<file path="config.mk">
export PLATFORM = sky130hd
export DESIGN_NAME = alu_serial
export DESIGN_NICKNAME = d
export VERILOG_FILES = /design/src/rtl/alu_serial_pkg.sv /design/src/rtl/alu_serial_alu1b.sv /design/src/rtl/alu_serial.sv
export SDC_FILE = /design/constraint.sdc
export NUM_CORES = 1
export LEC_CHECK = 0
export ABC_AREA = 1
export CAP_MARGIN = 30
export CORE_MARGIN = 2
export CORE_UTILIZATION = 30
export DETAILED_ROUTE_END_ITERATION = 10
export SYNTH_ARGS = -nofsm -noshare
export SYNTH_HDL_FRONTEND = slang
export SYNTH_SLANG_ARGS = --single-unit
export TNS_END_PERCENT = 5
</file>
<file path="constraint.sdc">
create_clock -name clk -period 1.5 [get_ports clk]
set_input_delay 0.3 -clock clk [delete_from_list [all_inputs] [get_ports clk]]
set_output_delay 0.3 -clock clk [all_outputs]
set_load 0.02 [all_outputs]
</file>
<file path="src/rtl/alu_serial_pkg.sv">
// Shared definitions for the bit-serial ALU: op encoding, slice control bits, FSM states
// and the op-to-slice-control decode.
package alu_serial_pkg;

  localparam int CTRL_W      = 9;
  localparam int CTRL_B      = 8;
  localparam int CTRL_NOTB   = 7;
  localparam int CTRL_SHIFTR = 6;
  localparam int CTRL_SHIFTL = 5;
  localparam int CTRL_NOR    = 4;
  localparam int CTRL_OR     = 3;
  localparam int CTRL_AND    = 2;
  localparam int CTRL_SUM    = 1;
  localparam int CTRL_XOR    = 0;

  typedef enum logic [2:0] {
    OP_XOR = 3'd0,
    OP_ADD = 3'd1,
    OP_SUB = 3'd2,
    OP_AND = 3'd3,
    OP_OR  = 3'd4,
    OP_NOR = 3'd5,
    OP_SHL = 3'd6,
    OP_SHR = 3'd7
  } op_e;

  typedef enum logic [1:0] {
    ST_IDLE = 2'd0,
    ST_RUN  = 2'd1,
    ST_DONE = 2'd2
  } state_e;

  typedef struct packed {
    logic [CTRL_W-1:0] ctrl;
    logic              ci0;
  } dec_t;

  // ci0=1 only for SUB: A + ~B + 1 gives two's-complement subtraction.
  function automatic dec_t op_decode(input logic [2:0] op);
    dec_t d;
    d.ctrl = '0;
    d.ci0  = 1'b0;
    case (op)
      OP_XOR: begin d.ctrl[CTRL_B] = 1'b1; d.ctrl[CTRL_XOR] = 1'b1; end
      OP_ADD: begin d.ctrl[CTRL_B] = 1'b1; d.ctrl[CTRL_SUM] = 1'b1; end
      OP_SUB: begin
        d.ctrl[CTRL_B]    = 1'b1;
        d.ctrl[CTRL_NOTB] = 1'b1;
        d.ctrl[CTRL_SUM]  = 1'b1;
        d.ci0             = 1'b1;
      end
      OP_AND: begin d.ctrl[CTRL_B] = 1'b1; d.ctrl[CTRL_AND] = 1'b1; end
      OP_OR:  begin d.ctrl[CTRL_B] = 1'b1; d.ctrl[CTRL_OR]  = 1'b1; end
      OP_NOR: begin d.ctrl[CTRL_B] = 1'b1; d.ctrl[CTRL_NOR] = 1'b1; end
      OP_SHL: d.ctrl[CTRL_SHIFTL] = 1'b1;
      OP_SHR: d.ctrl[CTRL_SHIFTR] = 1'b1;
      default: d.ctrl = '0;
    endcase
    return d;
  endfunction

endpackage

</file>
<file path="src/rtl/alu_serial_alu1b.sv">
// One-bit ALU slice, purely combinational; the serial top drives it once per bit.
module alu1b
  import alu_serial_pkg::*;
(
  input  logic              a,
  input  logic              b,
  input  logic              ci,
  input  logic              ri,
  input  logic [CTRL_W-1:0] ctrl,
  output logic              q,
  output logic              co
);

  logic bb;

  always_comb begin
    bb = ctrl[CTRL_B] & (b ^ ctrl[CTRL_NOTB]);
    q  = 1'b0;
    co = 1'b0;
    if (ctrl[CTRL_SUM]) begin
      q  = a ^ bb ^ ci;
      co = (a & bb) | (a & ci) | (bb & ci);
    end else if (ctrl[CTRL_XOR]) begin
      q = a ^ bb;
    end else if (ctrl[CTRL_AND]) begin
      q = a & bb;
    end else if (ctrl[CTRL_OR]) begin
      q = a | bb;
    end else if (ctrl[CTRL_NOR]) begin
      q = ~(a | bb);
    end else if (ctrl[CTRL_SHIFTL]) begin
      // carry flop carries the previous (lower) A bit up one position
      q  = ci;
      co = a;
    end else if (ctrl[CTRL_SHIFTR]) begin
      q = ri;
    end
  end

endmodule

</file>
<file path="src/rtl/alu_serial.sv">
// Bit-serial ALU, LSB first, one bit per clock; result published one cycle after the last bit.
// Optional zero flag enabled by defining ALU_SERIAL_ZFLAG_EN; otherwise z is tied low.
module alu_serial
  import alu_serial_pkg::*;
#(
  parameter int WIDTH = 8
) (
  input  logic             clk,
  input  logic             rst,
  input  logic             in_valid,
  output logic             in_ready,
  input  logic [2:0]       op,
  input  logic [WIDTH-1:0] a,
  input  logic [WIDTH-1:0] b,
  output logic             out_valid,
  input  logic             out_ready,
  output logic [WIDTH-1:0] q,
  output logic             c,
  output logic             z
);

  localparam int CW = (WIDTH > 1) ? $clog2(WIDTH) : 1;

  state_e            state;
  state_e            state_nxt;
  logic              accept;
  logic              running;
  logic              publish;
  logic              last_bit;

  dec_t              dec_in;
  logic [CTRL_W-1:0] ctrl_r;
  logic [WIDTH-1:0]  a_sh;
  logic [WIDTH-1:0]  b_sh;
  logic [WIDTH-1:0]  res;
  logic              carry;
  logic [CW-1:0]     cnt;
  logic              slice_q;
  logic              slice_co;

  assign dec_in   = op_decode(op);
  assign last_bit = (cnt == CW'(WIDTH - 1));

  always_ff @(posedge clk) begin
    if (rst) state <= ST_IDLE;
    else     state <= state_nxt;
  end

  always_comb begin
    state_nxt = state;
    case (state)
      ST_IDLE: if (in_valid)               state_nxt = ST_RUN;
      ST_RUN:  if (last_bit)               state_nxt = ST_DONE;
      ST_DONE: if (out_valid && out_ready) state_nxt = ST_IDLE;
      default:                             state_nxt = ST_IDLE;
    endcase
  end

  always_comb begin
    in_ready = (state == ST_IDLE);
    accept   = in_ready && in_valid;
    running  = (state == ST_RUN);
    publish  = (state == ST_DONE) && !out_valid;
  end

  // A and B shift right so the slice always sees bit i at [0] and A[i+1] at [1];
  // the zero shifted in at the top supplies ri=0 on the MSB cycle.
  alu1b u_slice (
    .a    (a_sh[0]),
    .b    (b_sh[0]),
    .ci   (carry),
    .ri   (a_sh[1]),
    .ctrl (ctrl_r),
    .q    (slice_q),
    .co   (slice_co)
  );

  always_ff @(posedge clk) begin
    if (rst) begin
      ctrl_r    <= '0;
      a_sh      <= '0;
      b_sh      <= '0;
      res       <= '0;
      carry     <= 1'b0;
      cnt       <= '0;
      q         <= '0;
      c         <= 1'b0;
      out_valid <= 1'b0;
    end else begin
      if (accept) begin
        ctrl_r <= dec_in.ctrl;
        a_sh   <= a;
        b_sh   <= b;
        carry  <= dec_in.ci0;
        cnt    <= '0;
      end else if (running) begin
        a_sh  <= a_sh >> 1;
        b_sh  <= b_sh >> 1;
        res   <= {slice_q, res[WIDTH-1:1]};
        carry <= slice_co;
        cnt   <= cnt + 1'b1;
      end
      if (publish) begin
        q         <= res;
        c         <= carry;
        out_valid <= 1'b1;
      end else if (out_valid && out_ready) begin
        out_valid <= 1'b0;
      end
    end
  end

`ifdef ALU_SERIAL_ZFLAG_EN
  logic nz;

  always_ff @(posedge clk) begin
    if (rst) begin
      nz <= 1'b0;
      z  <= 1'b0;
    end else begin
      if (accept)       nz <= 1'b0;
      else if (running) nz <= nz | slice_q;
      if (publish)      z  <= ~nz;
    end
  end
`else
  assign z = 1'b0;
`endif

endmodule

</file>
==> key figures <==
Drt
  – First DRT Iteration DRCs: 81
  – DRT Wirelength: 4320 µm
  – Antenna viol nets, final: 0
  – DR vias: between 1,500 and 2,000
  – First-pass DRT Iterations: 4
  – Wire per inst: 10.8 µm
  – Avg Vias per Cell: 4.59
  – DRC Markers: 0

Clock tree
  – Worst-case clock buffer depth: 2
  – CTS buffer count: 5
  – Post-CTS setup buffers: 0
  – Total clock sinks: about 50
  – Clock H-tree levels: 2
  – CTS tree: done
  – Clk pin slew, worst setup/hold paths: 0.09 ns
  – CTS Root Cell: clkbuf_8
  – Clk_lat worst skew: 0.30 ns

Global route
  – GRT Resource Usage Total: 0.120
  – First-pass GRT wire length: 7380 µm
  – Vias in the first global route: 1,595
  – Largest net degree at the start of global routing: 23
  – Overflow left after global routing: 0
  – Initial antenna violation count: 0

Floorplanning
  – Row count: 30
  – Die width: 87.4 µm
  – Core ar.: 0.00676 mm²
  – Initial core utilization: 0.309
  – I/O pin count: 35
  – Die area: 0.00764 mm²
  – Die height: 87.4 µm

Timing
  – RSZ-0062 raised after global routing: yes
  – Final Critical Period: ~1.5 ns
  – Max Slew Vio Count: 0
  – Fin. Hold Viols: 0
  – Post-Route Skew: 0.00812 ns
  – Setup slack after layout: -0.00808 ns
  – Max Fclk: approximately 660 MHz
  – Tcrit/Tclk final: 1.01
  – Final setup fails: 1

Final layout
  – FILL cells: around 720
  – Commonest non-fill, non-tap cells in the layout: nand2_1 (72), dfxtp_1 (47), nor2_1 (30)
  – Layout Utilization: 0.397
  – Ant. Diodes: 0
  – Nets: 348
  – Non-Filler Instances: around 400
  – Area grow syn2layout: 28.7%
  – Cell area after layout: approximately 0.0027 mm²
  – Most common cell after layout, fill and taps aside: nand2_1
  – Layout cells sized above 1: 0.110

Power
  – Combinational power share: 0.139
  – Clock network power share: 0.335
  – Power Internal: between 2 and 2.5 mW
  – Switching share of power: 0.247
  – PD cells: roughly 1000 mW/mm²
  – Sequential share of power: 0.526
  – Sw power: 662 µW
  – Peak supply drop: around 0.00054 V
  – Pleak: 1.12 nW

Synthesis
  – Syn Nets: 306
  – Top-area cell type share of the netlist area: 0.470
  – Post-synth design cell area: 0.00209 mm²
  – Synthesized area per cell: 7.53 µm²
  – Synth Register Bits: about 50
  – Sequential share of the synthesized area: 0.470
  – Count of cell types in the netlist: 30
  – Mapped Cells: 277
  – Synth area leader: dfxtp_1
  – Yosys warnings: 0
  – Ranking of synthesized cells by area: dfxtp_1 (47%), nand2_1 (13%), nor2_1 (5.4%)

Status
  – Outcome: complete, but fails checks
  – Failing checks: negative setup slack

Critical path
  – Critical Path RT: 1.68 ns
  – Arrival @ worst endpoint: 1.69 ns
  – Setup CP Type: flip-flop to flip-flop
  – Max FO, Critical Path: 3
  – Startpoint types: flip-flop
  – Worst setup EP type: flip-flop

Placement
  – Post-DP Area: 0.00258 mm²
  – Gpl congestion: 0.807
  – Placed insts: between 300 and 400
  – I/O Buffers: 33
  – DP HPWL: 3090 µm

Job
  – Max-cap violation count: 0

Min path
  – Hold WC Path Type: flip-flop to flip-flop
==> cells by family (layout without fill, tap and decap cells) <==
group                      Yosys count  after routing  synth area share
AOI/OAI and AO/OA                   60             60             0.159
xor gates and xnor gates             1              1           0.00420
adders and majority gates            6              6            0.0396
buffers and inverters               39             81            0.0786
DFF                                 49             49             0.470
other                                1              1           0.00180
and+or+nand+nor                    121            121             0.247
==> path summary, 6_finish.rpt <==
| check | start | to | slack, ns | cells past startpoint |
|---|---|---|---|---|
| max | b_sh[0] | res[7] | -0.008 | 8 |
| min | q[5] | q[5] | 0.44 | 2 |
| min reg2reg | q[5] | q[5] | 0.44 | 2 |
| max reg2reg | b_sh[0] | res[7] | -0.008 | 8 |
==> power groups by stage <==
stage / Combinational, mW / Clock (mW) / Sequential, mW
6_report: 0.372 / 0.898 / 1.41
5_1_grt: 0.421 / 0.997 / 1.42
4_1_cts: 0.373 / 0.930 / 1.41
3_5_place_dp: 0.372 / 0 / 1.44
3_3_place_gp: 0.369 / 0 / 1.44
2_1_floorplan: 0.231 / 0 / 1.43
==> final cells by class <==
cell class                      instances  area, µm²  area share
Clock buffer                            5       68.8      0.0256
Inverter                               27        104      0.0387
Tap cell                               80        100      0.0373
Multi-Input combinational cell        189        960       0.357
Clock inverter                          2       35.0      0.0130
Timing Repair Buffer                   47        434       0.162
Sequential cell                        49        983       0.366
==> cell usage after synthesis <==
master,number
o211ai_1,1
fa_1,1
a22oi_1,1
a21oi_1,22
nand2_4,1
buf_2,3
nand2_1,73
nor3_1,3
dfxtp_1,49
o21ai_1,1
o32ai_1,1
ha_1,5
a31oi_1,15
inv_4,1
o21a_1,1
nand4_1,3
o21ai_0,17
nor2_2,1
clkbuf_1,6
nand3_1,6
buf_4,3
nor2_1,30
inv_1,25
nor2_8,1
xnor2_1,1
nand3b_1,2
conb_1,1
o22ai_1,1
nor2_4,1
inv_2,1
==> critical path, cell delays in order (launching register included) <==
cell and delay [ns]:
dfxtp_2 0.34, nand2_2 0.07, inv_2 0.04, nor3_4 0.22, fa_1 0.44, nor2_1 0.11, nor2_1 0.05, nand2_1 0.07
a21oi_1 0.05
==> sequential cells by signal, summed over array words and instances (netlist names) <==
name,count
b_sh,8
a_sh,8
out_valid,1
carry,1
state,2
q,8
res,8
cnt,3
ctrl_r,9
c,1
==> what timing repair did <==
action	in CTS	in global routing
hold buffers	0	0
gates resized for setup	11	8
setup endpoints to repair	12	1
pin swaps	0	4
==> metal layers <==
metal,vias to the layer above,global-route usage,share of wire
met2,42,0.166,0.42
met3,11,0.0303,0.048
met4,0,0.0531,0.022
met5,-,0,0
met1,803,0.173,0.51
li1,977,-,-
==> stage by stage <==
| step | total power [mW] | setup WS, ns | hold slack [ns] | TNS (ns) |
|---|---|---|---|---|
| after floorplan | 1.66 | 0.0677 | 0.369 | 0 |
| after detailed placement | 1.81 | -0.0537 | 0.435 | -0.0537 |
| after global routing | 2.84 | -0.130 | 0.470 | -0.130 |
| after global placement | 1.81 | -0.0101 | 0.431 | -0.0101 |
| after CTS | 2.72 | -0.0671 | 0.445 | -0.0671 |
| final | 2.68 | -0.00808 | 0.441 | -0.00808 |
Note: power is estimated with default switching activity, not from simulation.
